`config.mk`:
```
export PLATFORM = sky130hd
export DESIGN_NAME = seg_scan_ctrl
export DESIGN_NICKNAME = d
export VERILOG_FILES = /design/src/rtl/seg_scan_ctrl.sv
export SDC_FILE = /design/constraint.sdc
export NUM_CORES = 1
export LEC_CHECK = 0
export CORE_MARGIN = 8
export CORE_UTILIZATION = 50
export CTS_CLUSTER_SIZE = 16
export DETAILED_ROUTE_END_ITERATION = 7
export PLACE_DENSITY_LB_ADDON = 0.1
export SKIP_LAST_GASP = 1
export SLEW_MARGIN = 5
export SYNTH_ARGS = -nofsm -noshare
export SYNTH_HDL_FRONTEND = slang
export SYNTH_SLANG_ARGS = --single-unit
```
`constraint.sdc`:
```
create_clock -name clk -period 3 [get_ports clk]
set_input_delay 0.45 -clock clk [delete_from_list [all_inputs] [get_ports clk]]
set_output_delay 0.45 -clock clk [all_outputs]
set_load 0.005 [all_outputs]
```
`src/rtl/seg_scan_ctrl.sv`:
```
// Time-multiplexed 7-segment scan controller with frame-aligned display commit.
// Optional leading-zero blanking is enabled by defining SEG_LZB_EN.
module seg_scan_ctrl #(
  parameter int DIGITS  = 4,
  parameter int CLK_DIV = 50000,
  parameter int BLANK   = 16
) (
  input  logic                  clk,
  input  logic                  rst_n,
  input  logic                  en,
  input  logic                  load,
  input  logic [4*DIGITS-1:0]   data,
  input  logic [DIGITS-1:0]     dp_in,
  output logic [3:0]            hex,
  output logic [DIGITS-1:0]     an,
  output logic                  dp,
  output logic                  upd
);

  // state | meaning
  // IDLE  | scan stopped, all anodes off
  // GAP   | dead time before digit idx, all anodes off
  // SHOW  | digit idx lit for CLK_DIV cycles

  localparam int IW   = (DIGITS > 1) ? $clog2(DIGITS) : 1;
  localparam int MAXC = (CLK_DIV > BLANK) ? CLK_DIV : BLANK;
  localparam int CW   = $clog2(MAXC + 1);
  localparam logic [IW-1:0] LAST = IW'(DIGITS - 1);

  typedef enum logic [1:0] {IDLE, GAP, SHOW} state_t;

  state_t                state;
  logic [IW-1:0]         idx;
  logic [CW-1:0]         cnt;
  logic [4*DIGITS-1:0]   pend_word, disp_word;
  logic [DIGITS-1:0]     pend_dp, disp_dp;
  logic                  blank_now;

  function automatic logic [3:0] nib(input logic [4*DIGITS-1:0] w, input logic [IW-1:0] i);
    return w[4*int'(i) +: 4];
  endfunction

  function automatic logic lz_blank(input logic [4*DIGITS-1:0] w, input logic [IW-1:0] i);
    logic z;
    z = 1'b1;
    for (int k = 0; k < DIGITS; k++)
      if (k >= int'(i) && w[4*k +: 4] != 4'd0) z = 1'b0;
    return z && (i != '0);
  endfunction

  always_comb begin
    blank_now = 1'b0;
`ifdef SEG_LZB_EN
    blank_now = lz_blank(disp_word, idx);
`endif
  end

  always_ff @(posedge clk or negedge rst_n) begin
    if (!rst_n) begin
      state     <= IDLE;
      idx       <= '0;
      cnt       <= '0;
      pend_word <= '0;
      pend_dp   <= '0;
      disp_word <= '0;
      disp_dp   <= '0;
      hex       <= 4'd0;
      an        <= '1;
      dp        <= 1'b0;
      upd       <= 1'b0;
    end else begin
      upd <= 1'b0;
      // Commit below reads the pre-edge pending value, so a coincident load waits a frame.
      if (load) begin
        pend_word <= data;
        pend_dp   <= dp_in;
      end
      if (!en) begin
        state <= IDLE;
        idx   <= '0;
        cnt   <= '0;
        an    <= '1;
        dp    <= 1'b0;
      end else begin
        case (state)
          IDLE: begin
            state     <= GAP;
            idx       <= '0;
            cnt       <= CW'(BLANK - 1);
            disp_word <= pend_word;
            disp_dp   <= pend_dp;
            upd       <= 1'b1;
            hex       <= pend_word[3:0];
            an        <= '1;
            dp        <= 1'b0;
          end
          GAP: begin
            if (cnt == '0) begin
              state <= SHOW;
              cnt   <= CW'(CLK_DIV - 1);
              hex   <= nib(disp_word, idx);
              if (blank_now) begin
                an <= '1;
                dp <= 1'b0;
              end else begin
                an <= ~(DIGITS'(1) << idx);
                dp <= disp_dp[idx];
              end
            end else begin
              cnt <= cnt - CW'(1);
            end
          end
          SHOW: begin
            if (cnt == '0) begin
              state <= GAP;
              cnt   <= CW'(BLANK - 1);
              an    <= '1;
              dp    <= 1'b0;
              if (idx == LAST) begin
                idx       <= '0;
                disp_word <= pend_word;
                disp_dp   <= pend_dp;
                upd       <= 1'b1;
                hex       <= pend_word[3:0];
              end else begin
                idx <= idx + IW'(1);
                hex <= nib(disp_word, idx + IW'(1));
              end
            end else begin
              cnt <= cnt - CW'(1);
            end
          end
          default: state <= IDLE;
        endcase
      end
    end
  end

endmodule

```
==> results of run 1 <==
[worst reg2reg max path, delay by kind of cell, from the launching register on]
kind / cells / cell delay [ns]
simple gates: 3 / 1.25
flops: 1 / 0.41
mux: 1 / 0.35
buf+inv: 2 / 0.32
fa+ha+maj: 1 / 0.18
compound gates: 1 / 0.05
[state kept, by name (all words and copies together) (netlist names)]
register and count:
hex 4, an 4, state 2, disp_dp 4
idx 2, pend_word 16, pend_dp 4, dp 1
upd 1, disp_word 16, cnt 16
[Yosys cell counts, types with 9 or more instances]
master / n / area [um^2]
dfrtp_1: 66 / 1650
nand2_1: 22 / 82.6
nor2_1: 22 / 82.6
mux2_2: 20 / 225
mux2_4: 20 / 300
o21ai_0: 19 / 95.1
clkbuf_1: 11 / 41.3
a21oi_1: 10 / 50.1
ha_1: 9 / 113
nand3_1: 9 / 45.0
nor2b_1: 9 / 56.3
nor3_1: 9 / 45.0
[area by class of cell]
class	count	area, um^2
inverter	7	26.3
fill	622	2930
clock inverter	6	47.5
multi-input combinational	224	1810
sequential	70	1760
clock buffer	9	124
tap	99	124
timing repair buffer	41	398
[stage by stage]
stage | utilization | power [mW] | setup WS, ns | std cells
3_5_place_dp | 0.570 | 2.88 | 0.337 | 441
6_report | 0.593 | 3.54 | 0.328 | 456
2_1_floorplan | - | 2.51 | 0.381 | 319
4_1_cts | 0.593 | 3.58 | 0.328 | 456
5_1_grt | 0.593 | 3.80 | 0.199 | 456
3_3_place_gp | 0.570 | 2.85 | 0.411 | 441
[report_power, final]
part	internal, mW	total, mW	switching [mW]
clock network	0.300	0.681	0.381
registers	1.19	1.39	0.199
logic	0.725	1.47	0.745
total	2.22	3.54	1.33
[worst paths after layout]
| path | start | to | slack (ns) | cells past startpoint |
|---|---|---|---|---|
| setup / recovery | cnt[0] | disp_word[0] | 0.33 | 8 |
| min in group clk | hex[1] | hex[1] | 0.49 | 2 |
| max in group asynchronous | rst_n | an[0] | 2.54 | 2 |
| hold / removal | rst_n | upd | 0.08 | 2 |
| hold reg to reg | hex[1] | hex[1] | 0.49 | 2 |
| setup reg to reg | cnt[0] | disp_word[0] | 0.33 | 8 |
[layer usage]
| metal | vias up | GRT usage |
|---|---|---|
| met5 | - | 0 |
| met4 | 0 | 0.0824 |
| met3 | 15 | 0.0450 |
| met2 | 51 | 0.252 |
| met1 | 1270 | 0.199 |
| li1 | 1223 | - |
[logic make-up after synthesis]
family                     synth area share
AOI/OAI and AO/OA                    0.0919
xor gates and xnor gates             0.0165
adders and majority gates            0.0304
buffers and inverters                0.0385
DFF                                   0.474
muxes                                 0.194
and+or+nand+nor                       0.155
==> impl_metrics.json, run 1 <==
{
  "status": "finished clean",
  "cp_top_family": "simple AND/OR/NAND/NOR gates",
  "cts_hold_repair.buffers": 0,
  "yosys_warnings": 0,
  "fin_worst_skew_ns": 0.00792,
  "ys_seq_area_frac": 0.474,
  "critPathMaxStageDelay_ns": 0.61,
  "mostFrequentLayoutCells": "dfrtp_1 (66), clkdlybuf4s50_1 (32), nor2_1 (22), nand2_1 (22)",
  "layout_commonest_cell": "dfrtp_1",
  "grt_overflow": 0,
  "met3_length_um": 294,
  "area_delta_synth_final_pct": 15.6,
  "routabilityCongestion": 0.856,
  "synth_area_per_cell_um2": 11.6,
  "dr.pass1.iters": 4,
  "fin_crit_ns": 2.67,
  "cp-start-kind": "register",
  "drt.antenna.violating_nets": 0,
  "end_kind": "register",
  "final_area_um2": 4280,
  "crit_arrival_ns": 2.92,
  "clkLatencyLatePin_ns": 0.36,
  "cts_made_buffers": 9,
  "synth-edff-count": 0,
  "dr.max_layer_used": "met4",
  "netlist_instances": 319,
  "tightest_slew_ns": 0.616,
  "hpwl_mm": 5.14,
  "power_density_nw_per_um2": 828,
  "timing.hold.ws_ns": 0.0848,
  "wl_met1_mm": 3.37,
  "ys_ff_latch": 70,
  "grt_pass1_vias": 2653,
  "path_max_fanout": 20,
  "path_buf_inv": 2,
  "clk_transition_reported_paths_ns": 0.08,
  "wl_per_cell_um": 16.4,
  "cts_resized": 0,
  "finalSetupViolations": 0,
  "hold_path_class": "input port to async pin",
  "drive_gt1_frac": 0.252,
  "crit_type": "register to register",
  "clock-root-buffer": "clkbuf_8",
  "placed_area_um2": 4110,
  "rsz0062_at_grt": "false",
  "drt_iter0_markers": 132,
  "nets": 386,
  "timing.slew.headroom": 0.587,
  "synth-async-reset-ratio": 1.00,
  "clock-sinks": 70,
  "die_height_um": 102,
  "ys.flop_type": "dfrtp_1",
  "yosysUniqueCellTypes": 51,
  "vias_per_cell": 5.61,
  "ir_worst_vdd_mv": 0.402,
  "dieArea_um2": 10400,
  "num_rows": 31,
  "dr_total_vias": 2559,
  "period_share": 0.891,
  "core-area_um2": 7210,
  "htreeDepth": 3,
  "drc": 0,
  "antenna_found_initial": 0,
  "grt_max_degree": 71,
  "crit_slowest_cell": "or3b_2",
  "antenna_cells": 0,
  "gr-usage-all-layers": 0.161,
  "setup-tns-final_ns": 0,
  "syn_nets": 352,
  "wl_met2_mm": 3.65,
  "die_w_um": 102,
  "initial_core_util": 0.514,
  "port_buffers": 33,
  "maxCapViolCount": 0,
  "p_leak_nw": 1.80,
  "hold_viol": 0,
  "ios": 34,
  "max_freq_mhz": 374,
  "syn_area_um2": 3700,
  "post_cts_buffers": 0,
  "cts_max_path_buffers": 2,
  "drt-total-wl_mm": 7.47,
  "path_cells": "inv_1, ha_1, or3b_2, nor4_4, and2b_1, o21ai_2, buf_4, mux2_4",
  "cp.required_ns": 3.25,
  "grt_pass1_wl_mm": 12.9,
  "drv_slew": 0,
  "cts_tree": "built"
}
No activity file was read; power rests on OpenSTA's default activity.
==> run 2, diff against run 1 <==
- GPL_ROUTABILITY_DRIVEN: not set -> 0
==> results of run 2 <==
Final layout, timing and power as in run 1 (identical DEF).
==> edit 1, RTL diff (settings of run 2) <==
Add an input register stage for `en`, `load`, `data` and `dp_in`; this delays them by one clock.
--- a/src/rtl/seg_scan_ctrl.sv
+++ b/src/rtl/seg_scan_ctrl.sv
@@ -29,4 +29,16 @@
 
   typedef enum logic [1:0] {IDLE, GAP, SHOW} state_t;
+
+  logic en_q;
+  logic load_q;
+  logic [4*DIGITS-1:0] data_q;
+  logic [DIGITS-1:0] dp_q;
+
+  always_ff @(posedge clk) begin
+    en_q   <= en;
+    load_q <= load;
+    data_q <= data;
+    dp_q   <= dp_in;
+  end
 
   state_t                state;
@@ -72,9 +84,9 @@
       upd <= 1'b0;
       // Commit below reads the pre-edge pending value, so a coincident load waits a frame.
-      if (load) begin
-        pend_word <= data;
-        pend_dp   <= dp_in;
+      if (load_q) begin
+        pend_word <= data_q;
+        pend_dp   <= dp_q;
       end
-      if (!en) begin
+      if (!en_q) begin
         state <= IDLE;
         idx   <= '0;
Formal check against the unedited RTL: not equivalent (Yosys sat finds a counterexample within 4 cycles, from zero or initial values and one cycle with rst_n low).
==> edit 1 against run 2 <==
Wire length fell by 2.6%; clock power rose by 50%; final area rose by 9.4%; sequential cell count rose by 22; combinational power fell by 3%; total power rose by 19%; area after synthesis rose by 8.9%; largest power group is now registers; cell count rose by 1.5%; worst setup slack got worse by 190 ps; non-clock buffer count fell by 3.
==> edit 1: results (changes against run 2) <==
The flow ran to the end, and the final reports show no timing, DRC or antenna violations. Yosys attributes the largest share of cell area to dfrtp_1 (41%), dfxtp_1 (11%), mux2_4 (7.4%). The number of antenna cells inserted was 0 (unchanged). The data arrival time of the worst path is 3100 ps (+180 ps). The kind of cell adding the most delay to the critical path is simple AND/OR/NAND/NOR gates. The total CTS buffers came to 9 (unchanged). The adder-cell area share of the yosys netlist is 0.02792 (-0.002480). The setup TNS came out at 0 ps (unchanged). The number of global-route vias before repair came to 2535 (-4.4%). The number of antenna violations at the first check in global routing came to 0 (unchanged).

The multiplexer share of the synthesized area came to 0.1780 (-0.01581). The worst-case setup slack after placement came out at 194.0 ps (-143.4 ps). The iteration-0 DRC count of the detailed router is 68 (-48%). The hold buffer count at cts is 0 (unchanged). The post-CTS setup buffer count was 0 (unchanged).

The total global-route track usage was 0.1388 (-0.02240). The async set-reset flop share out of synthesis came out at 0.7609 (-0.2391). The final worst hold slack is 106.8 ps (+21.92 ps). In this run the worst hold path is classified as input pin to async pin. The final wirelength was 7279 um (-2.6%). The number of nets in the synthesized netlist is 357 (+1.4%). The placement-stage cell area came out at 0.004428 mm^2 (+7.7%). The cell with the biggest individual delay on the critical path is or4_4. The xor/xnor cell area share of the yosys netlist is 0.004342 (-0.01221). The startpoint of the worst-slack reg-to-reg timing path is cnt[0]$_DFFE_PN0N_.

The power of the clock network came to 1.02 mW (+50%). The detail-routed via count per cell is 5.559 (-0.93%). The delay of the slowest cell on the worst path is 640 ps (+30 ps). The part of the total power dissipated in the clock network came to 0.243 (+0.051).

The synthesized-area fraction occupied by ao, oa, aoi and oai cells came out at 0.1160 (+0.02414). The synthesized netlist cell count was 324 (+1.6%). The share of final-layout standard cells stronger than drive strength 1 is 0.2216 (-0.03049). The sequential share of power came out at 0.420 (+0.027). Sorting the synthesized cells by how often they occur yields dfrtp_1 (66), dfxtp_1 (22), nor2_1 (21), mux2_2 (20), mux2_4 (20).

The worst slew margin relative to its limit is 0.4103 (-0.1765). The worst register-to-register path ends at disp_word[7]$_DFFE_PN0P_. The maximum fanout encountered on the critical timing path came to 20 (unchanged). The maximum count of clock buffers along a single path came to 2 (unchanged).

The tree is rooted in a clkbuf_8. The number of non-filler instances in the completed layout came out at 463 (+1.5%). The global-route wire length before repair is 12680 um (-2.1%). The detailed placement HPWL is 5218 um (+1.5%).

The total leakage power came out at 2.007 nW (+11%). The first-pass iteration count of the detailed router came to 4 (unchanged). The number of warnings printed during yosys synthesis was 0 (unchanged).

The internal power summed over all cells is 2.836 mW (+28%). The net count of the finished layout is 389 (+0.78%). The peak supply drop is 0.3679 mV (-8.4%). The worst reg-to-reg setup slack is 130 ps (-190 ps).

The distinct cell type count of the synthesized netlist came out at 51 (unchanged). The placed instance count was 447 (+1.4%). The largest net degree at the start of global routing was 29 (-59%). The part of the Yosys area used for sequential elements is 0.5447 (+0.07050).

The worst-case clock skew is 9.958 ps (+2.037 ps).
==> edit 1: changes by cell type in the layout (fill, tap and decap cells not counted), moves of 5 or more <==
cell	before	now
a21oi_1	10	16
nor2b_1	9	0
o21ai_0	19	9
nand2_1	22	17
dfxtp_1	0	22
nand3_1	9	4
==> edit 1: kinds of logic after synthesis <==
family / after synthesis
AND/OR/NAND/NOR: 75
AO/OA/AOI/OAI: 65
adder cells (fa/ha/maj): 9
XOR/XNOR: 2
multiplexers: 53
buffers and inverters: 28
flip-flops: 92
==> edit 1: final cells by class <==
cell class,count,area [um^2]
tap,102,127.6
timing repair buffer,38,362.8
multi-input combinational,204,1699
inverter,11,41.29
clock buffer,10,137.6
fill,636,3083
sequential,92,2197
clock inverter,6,118.9
==> edit 1: worst max path at each step <==
stage | from | cells after the start | end | slack [ps]
floorplan | cnt[0]$_DFFE_PN0N_ | 9 | disp_dp[0]$_DFFE_PN0P_ | 460
global placement | cnt[0]$_DFFE_PN0N_ | 8 | disp_word[5]$_DFFE_PN0P_ | 250
detailed placement | cnt[0]$_DFFE_PN0N_ | 8 | disp_word[1]$_DFFE_PN0P_ | 190
CTS | cnt[0]$_DFFE_PN0N_ | 8 | disp_word[7]$_DFFE_PN0P_ | 170
global route | cnt[0]$_DFFE_PN0N_ | 8 | disp_word[7]$_DFFE_PN0P_ | 30
finish | cnt[0]$_DFFE_PN0N_ | 8 | disp_word[7]$_DFFE_PN0P_ | 130
==> edit 1: per-layer routing <==
layer | wire length [um] | vias up | GRT usage
li1 | - | 1246 | -
met1 | 3647 | 1263 | 0.1946
met2 | 3196 | 52 | 0.1966
met3 | 313 | 13 | 0.03289
met4 | 121 | 0 | 0.06633
met5 | 0 | - | 0
==> edit 2, RTL diff (settings of run 2) <==
Made on the original files. `DIGITS`: 4 -> 8.
--- a/src/rtl/seg_scan_ctrl.sv
+++ b/src/rtl/seg_scan_ctrl.sv
@@ -2,5 +2,5 @@
 // Optional leading-zero blanking is enabled by defining SEG_LZB_EN.
 module seg_scan_ctrl #(
-  parameter int DIGITS  = 4,
+  parameter int DIGITS  = 8,
   parameter int CLK_DIV = 50000,
   parameter int BLANK   = 16
Ports: changed (resized an, data and dp_in); port bits go from 34 to 58. The function was not compared with the original's and may differ.
==> edit 2 against run 2 <==
Final area rose by 65%; wire length is 57% higher; area after synthesis rose by 58%; sequential cell count up 45; maximum frequency down 0.31%; total power is 76% higher; non-clock buffer count is 24 higher; clock power rose to 2.8 times the old value; worst setup slack got worse by 8.4 ps.
==> edit 2: results (changes against run 2) <==
The number of non-filler instances in the completed layout came to 682 (+50%). The worst-case clock skew is 6.153 ps (-1.768 ps). The detailed placement HPWL is 8167 um (+59%).

The placed instance count came out at 650 (+47%). The first-pass iteration count of the detailed router was 5 (+1). The part of the Yosys area used for sequential elements came to 0.4944 (+0.02027).

The maximum count of clock buffers along a single path is 2 (unchanged). The flow ran to the end, and the final reports show no timing, DRC or antenna violations. The total leakage power came out at 3.008 nW (+67%). The distinct cell type count of the synthesized netlist came out at 56 (+9.8%).

The proportion of total power due to net switching came to 0.3093 (-0.06478). The count of H-tree levels built during CTS came out at 4 (+1). The total global-route track usage came out at 0.1620 (+0.0008744). The largest net degree at the start of global routing is 116 (+63%). The number of cells upsized or downsized after cts came out at 0 (unchanged).

The maximum fanout encountered on the critical timing path was 40 (+100%). The mean cell area of the mapped netlist came out at 12.51 um^2 (+7.7%). The number of global-route vias before repair is 3920 (+48%). The tree is rooted in a clkbuf_16.

The source-to-sink clock delay at the later pin of the worst-skew pair is 410 ps (+50 ps). The transition at the pin with the smallest max-transition slack came out at 847.8 ps (+232.0 ps). The register clock-pin slew on the reported worst setup and hold paths came out at 50 ps (-30 ps).

The peak supply drop is 0.6189 mV (+54%). The share of final-layout standard cells stronger than drive strength 1 is 0.2931 (+0.04103). The count of input and output buffers came out at 57 (+73%). The largest registers in the layout are disp_word: 32 flops, pend_word: 32 flops, cnt: 16 flops.

The total CTS buffers came out at 17 (+8). The data arrival time of the worst path came out at 2970 ps (+50 ps). The power density of the placed cells came out at 884.6 mW/mm^2 (+6.9%). The delay of the slowest cell on the worst path was 550 ps (-60 ps). The number of antenna violations at the first check in global routing is 0 (unchanged).

The count of vias placed by the detailed router is 3816 (+49%). After synthesis, the cell types taking the most area are dfrtp_1 (46%), mux2_2 (11%), mux2_4 (10%). The iteration-0 DRC count of the detailed router was 355 (+170%).

By count the netlist is led by dfrtp_1 (107), mux2_2 (56), mux2_4 (40), nand2_1 (28), nor2_1 (23). The final wirelength is 11750 um (+57%). The global-route wire length before repair came out at 19400 um (+50%). The number of fill cells in the layout came out at 927 (+49%). The number of nets in the synthesized netlist is 522 (+48%). The net count of the finished layout is 581 (+51%).

The worst-case setup slack after placement is 371.5 ps (+34.13 ps).
-- edit 2: metrics by stage --
step	hold slack, ps	area [um^2]
finish	86.58	7059
global route	183.8	7059
CTS	140.5	7059
detailed placement	485.5	6491
global placement	485.5	6491
floorplan	154.4	5841
-- edit 2: cells by family (layout without fill, tap and decap cells) --
logic type / count (synthesis) / in the layout / share of synthesized area
buf+inv: 39 / 111 / 0.03942
compound gates: 74 / 74 / 0.09340
mux: 116 / 116 / 0.2494
xor+xnor: 2 / 2 / 0.003000
simple gates: 110 / 110 / 0.09683
flops: 115 / 115 / 0.4944
fa+ha+maj: 11 / 11 / 0.02356
-- edit 2: cell type report --
cell class | instances | share of cell area
Inverter | 14 | 0.007444
Multi-Input combinational cell | 313 | 0.3859
Sequential cell | 115 | 0.4091
Timing Repair Buffer | 65 | 0.09181
Clock buffer | 17 | 0.06026
Clock inverter | 15 | 0.02021
Tap cell | 143 | 0.02535
-- edit 2: worst register-to-register path, cell delays in order (launching register included) --
cell and delay, ps:
dfrtp_1 390, inv_1 110, ha_1 210, or3b_2 550
o41ai_4 380, and3_2 270, buf_12 280, mux2_4 390
-- edit 2: worst paths after layout --
kind                       depth (start not counted)  slack, ps                         to          startpoint
max in group asynchronous                          2       2410         cnt[7]$_DFFE_PN0N_               rst_n
max reg2reg                                        7        320  disp_word[14]$_DFFE_PN0P_  cnt[0]$_DFFE_PN0N_
max                                                7        320  disp_word[14]$_DFFE_PN0P_  cnt[0]$_DFFE_PN0N_
min reg2reg                                        2        480             dp$_DFFE_PN0P_      dp$_DFFE_PN0P_
min in group clk                                   2        480             dp$_DFFE_PN0P_      dp$_DFFE_PN0P_
min                                                2         90             dp$_DFFE_PN0P_               rst_n
-- edit 2: layer usage --
layer | global-route usage | part of all wire
met4 | 0.06989 | 0.012
met3 | 0.04442 | 0.048
met2 | 0.2561 | 0.49
met5 | 0 | 0
met1 | 0.2051 | 0.45
-- edit 2: power by group through the flow --
stage / Sequential [mW] / Clock [mW] / Combinational [mW]
finish: 2.33 / 1.91 / 2.01
global route: 2.40 / 2.03 / 2.18
CTS: 2.33 / 1.96 / 2.02
detailed placement: 2.35 / 0 / 2.00
global placement: 2.33 / 0 / 1.95
floorplan: 2.23 / 0 / 1.61
